File: src/rtl/dmem_access_ctrl.sv
// Data-memory strobe initiator: sequences one setup/strobe/hold access per CPU request and
// folds the address precheck and memory status flags into a single response with an error bit.
module dmem_access_ctrl #(
   parameter int                ADDR_W     = 15,
   parameter int                DATA_W     = 64,
   parameter int                SETUP_CYC  = 1,
   parameter int                STROBE_CYC = 2,
   parameter int                HOLD_CYC   = 1,
   parameter logic [DATA_W-1:0] ERR_VALUE  = 64'hDEADBEEFDEADBEEF
) (
   input  logic              clk,
   input  logic              rst_n,
   input  logic              req_valid,
   output logic              req_ready,
   input  logic              req_write,
   input  logic [63:0]       req_addr,
   input  logic [DATA_W-1:0] req_wdata,
   output logic              rsp_valid,
   output logic [DATA_W-1:0] rsp_rdata,
   output logic              rsp_error,
   output logic [7:0]        err_count,
   output logic [ADDR_W-1:0] mem_addr,
   output logic [DATA_W-1:0] mem_wdata,
   output logic              mem_wr_strobe,
   output logic              mem_rd_strobe,
   input  logic [DATA_W-1:0] mem_rdata,
   input  logic              mem_oob,
   input  logic              mem_conflict
);

   localparam int MAX_SS  = (SETUP_CYC > STROBE_CYC) ? SETUP_CYC : STROBE_CYC;
   localparam int MAX_CYC = (MAX_SS > HOLD_CYC) ? MAX_SS : HOLD_CYC;
   localparam int CNT_W   = $clog2(MAX_CYC + 1);

   localparam logic [CNT_W-1:0] SETUP_LAST  = CNT_W'(SETUP_CYC - 1);
   localparam logic [CNT_W-1:0] STROBE_LAST = CNT_W'(STROBE_CYC - 1);
   localparam logic [CNT_W-1:0] HOLD_LAST   = CNT_W'(HOLD_CYC - 1);

   typedef enum logic [2:0] {
      IDLE,
      SETUP,
      STROBE,
      HOLD,
      RESP
   } state_t;

   state_t           state;
   logic [CNT_W-1:0] cnt;
   logic             is_write;

   logic       pre_err;
   logic       hold_err;
   logic [7:0] err_count_inc;

   // Byte address must be word aligned and fall inside the 2^ADDR_W word window.
   assign pre_err       = (|req_addr[2:0]) || (|req_addr[63:ADDR_W+3]);
   assign hold_err      = mem_oob | mem_conflict;
   assign err_count_inc = (err_count == 8'hFF) ? 8'hFF : err_count + 8'd1;

   always_ff @(posedge clk or negedge rst_n) begin
      if (!rst_n) begin
         state         <= IDLE;
         cnt           <= '0;
         is_write      <= 1'b0;
         req_ready     <= 1'b1;
         rsp_valid     <= 1'b0;
         rsp_rdata     <= '0;
         rsp_error     <= 1'b0;
         err_count     <= 8'd0;
         mem_addr      <= '0;
         mem_wdata     <= '0;
         mem_wr_strobe <= 1'b0;
         mem_rd_strobe <= 1'b0;
      end else begin
         case (state)
            IDLE: begin
               if (req_valid) begin
                  req_ready <= 1'b0;
                  is_write  <= req_write;
                  mem_addr  <= req_addr[ADDR_W+2:3];
                  mem_wdata <= req_wdata;
                  if (pre_err) begin
                     // Rejected before any strobe: answer on the very next cycle.
                     state     <= RESP;
                     rsp_valid <= 1'b1;
                     rsp_error <= 1'b1;
                     rsp_rdata <= req_write ? '0 : ERR_VALUE;
                     err_count <= err_count_inc;
                  end else begin
                     state <= SETUP;
                     cnt   <= SETUP_LAST;
                  end
               end
            end

            SETUP: begin
               if (cnt == '0) begin
                  state         <= STROBE;
                  cnt           <= STROBE_LAST;
                  mem_wr_strobe <= is_write;
                  mem_rd_strobe <= !is_write;
               end else begin
                  cnt <= cnt - 1'b1;
               end
            end

            STROBE: begin
               if (cnt == '0) begin
                  state         <= HOLD;
                  cnt           <= HOLD_LAST;
                  mem_wr_strobe <= 1'b0;
                  mem_rd_strobe <= 1'b0;
               end else begin
                  cnt <= cnt - 1'b1;
               end
            end

            HOLD: begin
               if (cnt == '0) begin
                  // Memory status and read data are captured on the edge closing the hold window.
                  state     <= RESP;
                  rsp_valid <= 1'b1;
                  rsp_error <= hold_err;
                  if (is_write)
                     rsp_rdata <= '0;
                  else if (hold_err)
                     rsp_rdata <= ERR_VALUE;
                  else
                     rsp_rdata <= mem_rdata;
                  if (hold_err)
                     err_count <= err_count_inc;
               end else begin
                  cnt <= cnt - 1'b1;
               end
            end

            RESP: begin
               state     <= IDLE;
               rsp_valid <= 1'b0;
               req_ready <= 1'b1;
            end

            default: begin
               state         <= IDLE;
               req_ready     <= 1'b1;
               rsp_valid     <= 1'b0;
               mem_wr_strobe <= 1'b0;
               mem_rd_strobe <= 1'b0;
            end
         endcase
      end
   end

endmodule
File: config.mk
export PLATFORM = sky130hd
export DESIGN_NAME = dmem_access_ctrl
export DESIGN_NICKNAME = d
export VERILOG_FILES = /design/src/rtl/dmem_access_ctrl.sv
export SDC_FILE = /design/constraint.sdc
export NUM_CORES = 1
export LEC_CHECK = 0
export ABC_AREA = 1
export CORE_UTILIZATION = 25
export DETAILED_ROUTE_END_ITERATION = 8
export GPL_TIMING_DRIVEN = 0
export PLACE_DENSITY = 0.6
export SYNTH_ARGS = -nofsm -noshare
export SYNTH_HDL_FRONTEND = slang
export SYNTH_SLANG_ARGS = --single-unit
File: constraint.sdc
create_clock -name clk -period 1.6 [get_ports clk]
set_input_delay 0.16 -clock clk [delete_from_list [all_inputs] [get_ports clk]]
set_output_delay 0.16 -clock clk [all_outputs]
set_load 0.03 [all_outputs]
==> flow_summary.ini, run 1 <==
[placed_design]
dpl.cell_count = 1696
routabilityCongestion = 0.872
place_worst_setup_slack_ps = -508
hpwl_mm = 19.3
numPortBuffers = 353
placed_area_um2 = 11500

[logic_synthesis]
yosys.area.top_type = dfrtp_1
synth_edf_count = 0
syn_area_per_cell_um2 = 7.79
synth_area_um2 = 7460
ys.flop_type = dfrtp_1
syn_inst = 958
ys_async_sr_fraction = 1.00
synth_area_leaders = dfrtp_1, nand2_1, nand3_1
yosysWarnings = 0
synth_seq_cells = 162
synth_common_cells = nand2_1, dfrtp_1, nand3_1, nor2_1, o21ai_0
synth_fp_nets = 1160
synth.most_common_cell = nand2_1
seq_area_frac_synth = 0.544
synth.distinct_cells = 28
netlist.area_leader.share = 0.540

[floorplan]
start_util = 0.257
num_io_pins = 354
die_w_um = 175
rows = 62
die_h_um = 175
die-area_um2 = 30500
coreArea_um2 = 29000

[clock_network]
cts_max_path_buffers = 2
clk_latency_ps = 420
cts_inserted_buffers = 17
htreeDepth = 4
clkSinkCount = 162
cts_tree = built
cts_root_buf = clkbuf_16
clkTransAtPathRegs_ps = 70

[power]
power_density_nw_per_um2 = 1010
leakage_nw = 6.53
peakVddDrop_v = 0.000647

[worst_setup_path]
cp.required_ps = 1910
reg2reg_to = rsp_rdata[42]$_DFFE_PN0P_
path_class = input pin to register
startpoint_type = input pin
reg2reg_slack_ps = 20
critPathArrivalTime_ps = 1890
reg2reg_from = state[1]$_DFFE_PN0P_
cp-startpoint = mem_conflict
cp_max_fo = 10
endpoint = rsp_rdata[45]$_DFFE_PN0P_
reg2regPathDepth = 10
end_kind = register

[detailed_routing]
drt-total-wl_mm = 26.2
via_per_inst = 4.30
wl_per_cell_um = 15.0
drt_iter0_drc = 330
dr.pass1.iters = 4
ant_nets = 0
dr_total_vias = 7535
drc = 0

[global_route]
grt_max_degree = 111
antenna_found_initial = 0
grt_pass1_vias = 7462
grt_pass1_wl_mm = 41.0
grt-ovfl-total = 0
grt_util_all_layers = 0.171

[status]
outcome = finished clean

[layout]
drive_above_1_share = 0.0996
instances_no_fill = 1751
area_growth_pct = 65.8
fin_area_um2 = 12400
nets = 1555

[min_path]
hp-class = input pin to asynchronous set/reset pin

[timing]
rsz0062_at_grt = true
finalMaxSlewViolations = 0
worst_pin_slew_ps = 571
hold_slack_ps = 257
setup_ws_ps = 12.1
max_freq_ghz = 0.630
period_share = 0.992
hold_viol = 0
setup_violations = 0
relSlewSlack = 0.619
finalClockSkew_ps = 12.5
min_period_ps = 1590

[run]
drv_cap = 0
[report_power, final]
| part | switching (mW) | internal, mW | total [mW] |
|---|---|---|---|
| combinational | 2.06 | 1.34 | 3.40 |
| clock | 1.98 | 2.17 | 4.15 |
| sequential | 0.324 | 4.58 | 4.91 |
| total | 4.36 | 8.10 | 12.5 |
[stage by stage]
stage               TNS [ps]  power (mW)   util
floorplan                  0        6.72      -
global placement    -1157680        8.60  0.396
detailed placement    -49270        8.64  0.397
CTS                    -4.04        12.6  0.418
global route           -4790        13.1  0.426
finish                     0        12.5  0.426
[worst min path at each step]
| stage | to | slack (ps) |
|---|---|---|
| finish | rsp_rdata[46]$_DFFE_PN0P_ | 260 |
| global route | mem_wdata[19]$_DFFE_PN0P_ | 250 |
| CTS | mem_wdata[48]$_DFFE_PN0P_ | 240 |
| detailed placement | rsp_rdata[46]$_DFFE_PN0P_ | 110 |
| global placement | mem_wdata[47]$_DFFE_PN0P_ | 450 |
| floorplan | cnt[0]$_DFFE_PN0P_ | -140 |
[registers in the layout (all words and copies together) (netlist names)]
| register | flops |
|---|---|
| err_count | 8 |
| mem_wdata | 64 |
| mem_addr | 15 |
| mem_wr_strobe | 1 |
| cnt | 2 |
| rsp_error | 1 |
| is_write | 1 |
| state | 3 |
| mem_rd_strobe | 1 |
| req_ready | 1 |
| rsp_valid | 1 |
| rsp_rdata | 64 |
[area by class of cell]
| class | instances | area (um2) |
|---|---|---|
| clock inverter | 13 | 139 |
| buffer | 53 | 433 |
| sequential | 162 | 4060 |
| inverter | 43 | 164 |
| tap | 384 | 480 |
| clock buffer | 19 | 453 |
| multi-input combinational | 699 | 3040 |
| timing repair buffer | 377 | 3600 |
| antenna | 1 | 2.50 |
| fill | 2975 | 16600 |
[routing by layer]
metal | share of wire | GRT usage
met5 | 0 | 0
met4 | 0.015 | 0.0536
met3 | 0.092 | 0.0592
met2 | 0.48 | 0.285
met1 | 0.41 | 0.207
[layout by cell type (no fill, tap or decap), types with 4 or more instances in the layout]
| cell | instances |
|---|---|
| dlygate4sd2_1 | 156 |
| o21ai_1 | 19 |
| inv_6 | 4 |
| inv_1 | 39 |
| nor2_4 | 7 |
| buf_6 | 14 |
| nand2_2 | 4 |
| buf_8 | 6 |
| clkbuf_16 | 18 |
| nand3_1 | 75 |
| o21ai_0 | 37 |
| inv_8 | 4 |
| nand4_1 | 10 |
| buf_4 | 29 |
| buf_2 | 7 |
| clkdlybuf4s50_1 | 196 |
| nand2_1 | 470 |
| dfrtp_1 | 158 |
| nor2_1 | 51 |
| o21ai_2 | 4 |
| clkbuf_2 | 8 |
[kinds of logic (layout without fill, tap and decap cells)]
| logic type | Yosys count | in the layout | share of synthesized area |
|---|---|---|---|
| adders and majority gates | 4 | 4 | 0.00671 |
| and+or+nand+nor | 631 | 631 | 0.343 |
| DFF | 162 | 162 | 0.544 |
| xor gates and xnor gates | 1 | 1 | 0.00117 |
| AOI/OAI and AO/OA | 63 | 63 | 0.0429 |
| other | 0 | 1 | 0 |
| buffers and inverters | 97 | 505 | 0.0631 |
[critical path: stages]
cell and delay, ps:
clkdlybuf4s50_1 390, or2_2 400, clkbuf_2 280, clkbuf_1 250, o21ai_0 230, nand2_1 70, nand2_1 60, nand2_1 40
[repair_timing]
item	in CTS	in global routing
cloned	0	3
endpoints found under the hold margin	52	0
setup endpoints to repair	312	156
pin swaps	7	13
buffers inserted	10	9
resized for setup	209	67
hold buffers	1	0
Power figures use the tool's default switching activity.
==> run 2: changes to the inputs <==
Settings changed: GPL_ROUTABILITY_DRIVEN set to 0, MAX_ROUTING_LAYER set to met4.
==> flow_summary.ini, run 2 (synthesized netlist as in run 1, its figures left out) <==
[status]
outcome = finished clean

[floorplan]
die_w_um = 175
coreArea_um2 = 29000
start_util = 0.257
die_h_um = 175
die-area_um2 = 30500
rows = 62
num_io_pins = 354

[detailed_routing]
dr_total_vias = 7534
wl_per_cell_um = 15.0
drt_iter0_drc = 344
drt-total-wl_mm = 26.3
ant_nets = 0
via_per_inst = 4.31
drc = 0
dr.pass1.iters = 4

[timing]
relSlewSlack = 0.618
setup_violations = 0
min_period_ps = 1590
worst_pin_slew_ps = 572
hold_viol = 0
period_share = 0.992
max_freq_ghz = 0.630
finalClockSkew_ps = 12.9
rsz0062_at_grt = true
finalMaxSlewViolations = 0

[layout]
register_area_um2 = 4060
area_growth_pct = 65.7
diodes = 0
multi_input_area_um2 = 3040
num-fill-cells = 2975
utilization = 0.426
drive_above_1_share = 0.0996
fin_area_um2 = 12400
final_common_cell = nand2_1
instances_no_fill = 1750
mostFrequentLayoutCells = nand2_1, clkdlybuf4s50_1, dfrtp_1
top_regs = mem_wdata x64, rsp_rdata x64, mem_addr x15
nets = 1555

[placed_design]
numPortBuffers = 353
dpl.cell_count = 1696
hpwl_mm = 19.3
placed_area_um2 = 11500

[clock_network]
cts_max_path_buffers = 2
clkSinkCount = 162
clkTransAtPathRegs_ps = 70
htreeDepth = 4
cts_inserted_buffers = 17
clk_latency_ps = 430
cts_root_buf = clkbuf_16
cts_tree = built

[worst_setup_path]
crit_slowest_cell = dfrtp_1
crit_path_max_incr_delay_ps = 430
critical_path.top_delay_family = simple AND/OR/NAND/NOR gates
cp_num_buf_inv = 3
cp_common_cell = nand2_2
startpoint_type = register
path_class = register to register
cp_max_fo = 10
path_cells = nor2_4 -> nand2_2 -> nor2_4 -> buf_12 -> nand2_2 -> nand2_2 -> buf_12 -> buf_6 -> nand2_1 -> nand2_1
critPathArrivalTime_ps = 1940
end_kind = register
cp.required_ps = 1950

[global_route]
grtUsageMet1 = 0.215
grt_max_degree = 111
grt_util_all_layers = 0.176
grt_pass1_vias = 7509
grt_util_met2 = 0.285
grt-ovfl-total = 0
grt_pass1_wl_mm = 40.9
busiest_layer = met2
use_met3 = 0.0466
antenna_found_initial = 0

[power]
power_density_nw_per_um2 = 1010
total_power_mw = 12.5
leakage_nw = 6.53
peakVddDrop_v = 0.000642

[run]
drv_cap = 0

[min_path]
hp-class = input pin to asynchronous set/reset pin
[run 2: cell count changes in the layout (fill, tap and decap cells not counted)]
cell | previous run | this run
buf_2 | 7 | 9
buf_8 | 6 | 5
clkbuf_2 | 8 | 7
clkbuf_4 | 2 | 1
clkbuf_8 | 2 | 3
diode_2 | 1 | 0
inv_2 | 3 | 4
inv_4 | 1 | 0
o21ai_0 | 37 | 38
o21ai_1 | 19 | 18
[run 2: repair_timing]
| action | in CTS | in global routing |
|---|---|---|
| endpoints found under the hold margin | 52 | 0 |
| buffers inserted | 10 | 9 |
| resized for setup | 209 | 64 |
| hold buffers | 1 | 0 |
| gates cloned | 0 | 3 |
| pin swaps | 7 | 13 |
| setup endpoints to repair | 312 | 156 |
[run 2: worst reg2reg max path: stages (launching register included)]
cell and delay (ps):
dfrtp_1 430, nor2_4 140, nand2_2 90, nor2_4 130
buf_12 150, nand2_2 90, nand2_2 100, buf_12 150
buf_6 150, nand2_1 60, nand2_1 50
[run 2: final timing paths]
check	from	to	slack, ps	depth (start not counted)
setup / recovery	state[1]$_DFFE_PN0P_	rsp_rdata[42]$_DFFE_PN0P_	10	10
hold / removal	rst_n	rsp_rdata[46]$_DFFE_PN0P_	250	2
setup reg to reg	state[1]$_DFFE_PN0P_	rsp_rdata[42]$_DFFE_PN0P_	10	10
hold reg to reg	mem_wdata[3]$_DFFE_PN0P_	mem_wdata[3]$_DFFE_PN0P_	470	2
max in group asynchronous	rst_n	rsp_rdata[12]$_DFFE_PN0P_	440	3
min in group clk	req_wdata[26]	mem_wdata[26]$_DFFE_PN0P_	260	3
[run 2: through the flow]
step,setup WS [ps],hold slack (ps),TNS (ps)
after floorplan,3.26,-136,0
after global placement,-7520,452,-1157680
after detailed placement,-508,114,-49270
after CTS,-4.04,237,-4.04
after global routing,-89.2,250,-4700
final,13.3,253,0
[run 2: report_power, final]
part / leakage [nW] / switching [mW] / internal (mW) / total (mW)
registers: 2.03 / 0.324 / 4.58 / 4.91
clock network: 0.292 / 1.99 / 2.17 / 4.16
logic: 4.21 / 2.06 / 1.35 / 3.40
[run 2: layer usage]
layer,wire [um],share of wire
met1,11400,0.43
met2,12600,0.48
met3,1970,0.075
met4,415,0.016
met5,0,0
[run 2: layout make-up]
cell class              instances  share of cell area
multi-input cells             699               0.246
clock inverters                13              0.0112
repair buffers                377               0.291
plain buffers                  53              0.0347
inverters                      43              0.0131
flip-flops and latches        162               0.328
clock buffers                  19              0.0366
well taps                     384              0.0389
==> run 3: changes to the inputs <==
Settings changed: ABC_AREA 1 to unset, PLACE_DENSITY 0.6 to 0.61.
==> flow_summary.ini, run 3 <==
[floorplan]
coreArea_um2 = 27200
die_w_um = 169
start_util = 0.257
die-area_um2 = 28700
rows = 60
num_io_pins = 354
die_h_um = 169

[detailed_routing]
drc = 0
drt-total-wl_mm = 25.5
via_per_inst = 4.54
drt_iter0_drc = 273
ant_nets = 0
wl_per_cell_um = 18.9
dr.pass1.iters = 4
dr_total_vias = 6113

[worst_setup_path]
cp_num_buf_inv = 5
cp_common_cell = buf_6
critPathArrivalTime_ps = 2200
cp.required_ps = 1950
reg2reg_from = state[1]$_DFFE_PN0P_
path_depth = 10
cp-startpoint = state[1]$_DFFE_PN0P_
path_class = register to register
end_kind = register
path_cells = nor3_4 -> and2_4 -> o41a_1 -> buf_6 -> nor2_4 -> inv_2 -> buf_12 -> buf_8 -> buf_6 -> a2bb2oi_2
critical_path.top_delay_family = buffers and inverters
crit_path_max_incr_delay_ps = 450
crit_slowest_cell = dfrtp_2
reg2reg_slack_ps = -250
reg2regPathDepth = 10
cp_max_fo = 6
startpoint_type = register

[logic_synthesis]
synth_common_cells = dfrtp_1, mux2_2, o21ai_0, a2bb2oi_1, inv_1
synth_edf_count = 0
syn_area_per_cell_um2 = 12.9
synth_xor_area_frac = 0.00250
synth-adder-area-share = 0.00715
synth_seq_cells = 162
synth-compound-area-share = 0.150
ys.flop_type = dfrtp_1
synth.distinct_cells = 43
syn_inst = 541
yosysWarnings = 0
synth_area_leaders = dfrtp_1, mux2_2, a2bb2oi_2
yosys.area_share.simple = 0.0740
synth_fp_nets = 743
yosys.area.top_type = dfrtp_1
seq_area_frac_synth = 0.580
synth_mux_area_frac = 0.141
synth_top_family_by_area = compound AO/OA/AOI/OAI gates
synth_area_um2 = 7000
ys_async_sr_fraction = 1.00
synth.most_common_cell = dfrtp_1
netlist.area_leader.share = 0.576

[min_path]
hp-class = input pin to asynchronous set/reset pin

[status]
failed_checks = setup timing
outcome = complete, but fails checks

[placed_design]
hpwl_mm = 17.4
place_worst_setup_slack_ps = -929
numPortBuffers = 353

[power]
switching_share = 0.339
total_power_mw = 13.5
peakVddDrop_v = 0.000580
leakage_nw = 6.51
internal_power_mw = 8.95
pwr-share-comb = 0.316
power_density_nw_per_um2 = 1020
p_clk_frac = 0.311
power_switching_mw = 4.58
power_frac_seq = 0.373

[global_route]
grt_pass1_vias = 6409
grt_max_degree = 95
grt-ovfl-total = 0
grt_util_all_layers = 0.174
grt_pass1_wl_mm = 36.5
antenna_found_initial = 0

[timing]
finalMaxSlewViolations = 0
relSlewSlack = 0.572
rsz0062_at_grt = true
hold_viol = 0
setup_violations = 147
finalClockSkew_ps = 20.1
min_period_ps = 1850
worst_pin_slew_ps = 642
max_freq_ghz = 0.539
period_share = 1.16
setup_ws_ps = -254

[layout]
diodes = 0
drive_above_1_share = 0.309
register_area_um2 = 4060
multi_input_area_um2 = 3240
nets = 1164
area_growth_pct = 89.6
final_common_cell = dfrtp_1
num-fill-cells = 2466
top_regs = mem_wdata x64, rsp_rdata x64, mem_addr x15
mostFrequentLayoutCells = dfrtp_1, clkdlybuf4s50_1, dlymetal6s2s_1

[clock_network]
cts_tree = built
clk_latency_ps = 430
cts_root_buf = clkbuf_16
htreeDepth = 4
clkSinkCount = 162
cts_inserted_buffers = 17
clkTransAtPathRegs_ps = 80
cts_max_path_buffers = 2

[run]
drv_cap = 0
-- run 3: changes by cell type in the layout (fill, tap and decap cells not counted), moves of 41 or more --
cell and change:
mux2_4 +73, clkdlybuf4s50_1 -41, dlymetal6s2s_1 +103, nand2_1 -453
dlygate4sd2_1 -81, nand3_1 -54
-- run 3: cell type report --
class / instances / share of cell area
repair buffers: 405 / 0.330
flip-flops and latches: 162 / 0.306
multi-input cells: 319 / 0.245
well taps: 372 / 0.0351
clock buffers: 18 / 0.0331
plain buffers: 34 / 0.0326
clock inverters: 14 / 0.0118
inverters: 23 / 0.00651
-- run 3: path summary, 6_finish.rpt --
kind                                             end
max                        rsp_rdata[55]$_DFFE_PN0P_
min                        rsp_rdata[41]$_DFFE_PN0P_
max reg2reg                rsp_rdata[55]$_DFFE_PN0P_
min reg2reg                    rsp_error$_DFFE_PN0P_
max in group asynchronous   err_count[4]$_DFFE_PN0P_
min in group clk            rsp_rdata[4]$_DFFE_PN0P_
-- run 3: layer usage --
metal	global-route usage	vias up	routed length, um
li1	-	2815	-
met3	0.0602	22	1930
met2	0.281	234	12500
met4	0.0458	0	374
met1	0.205	3042	10700
met5	-	-	0
-- run 3: power groups by stage --
stage / registers [mW] / clock network [mW] / logic (mW)
after floorplan: 6.15 / 0 / 0.904
after global placement: 5.09 / 0 / 3.96
after detailed placement: 5.10 / 0 / 3.99
after CTS: 5.04 / 4.33 / 4.00
after global routing: 5.12 / 4.51 / 4.51
final: 5.04 / 4.21 / 4.28
-- run 3: cells by family after synthesis --
group	count (synthesis)
muxes	88
buffers and inverters	60
DFF	162
AOI/OAI and AO/OA	130
adders and majority gates	4
and+or+nand+nor	95
xor gates and xnor gates	2
-- run 3: metrics by stage --
stage                     hold slack (ps)  TNS [ps]   util  cells  area, um2
after global placement                461  -1209660  0.409   1266      11100
after detailed placement              149    -88300  0.411   1267      11200
after global routing                  285    -33310  0.488   1347      13300
after floorplan                      -136     -6780      -    541       7130
after CTS                             275    -29320  0.451   1326      12300
final                                 263    -23330  0.488   1347      13300
-- run 3: repair_timing --
action / 4_1_cts / 5_1_grt
endpoints found under the hold margin: 68 / 0
hold buffers: 1 / 0
resized for setup: 181 / 242
setup buffers: 25 / 16
pin swaps: 24 / 20
gates cloned: 2 / 9
setup endpoints to repair: 315 / 259
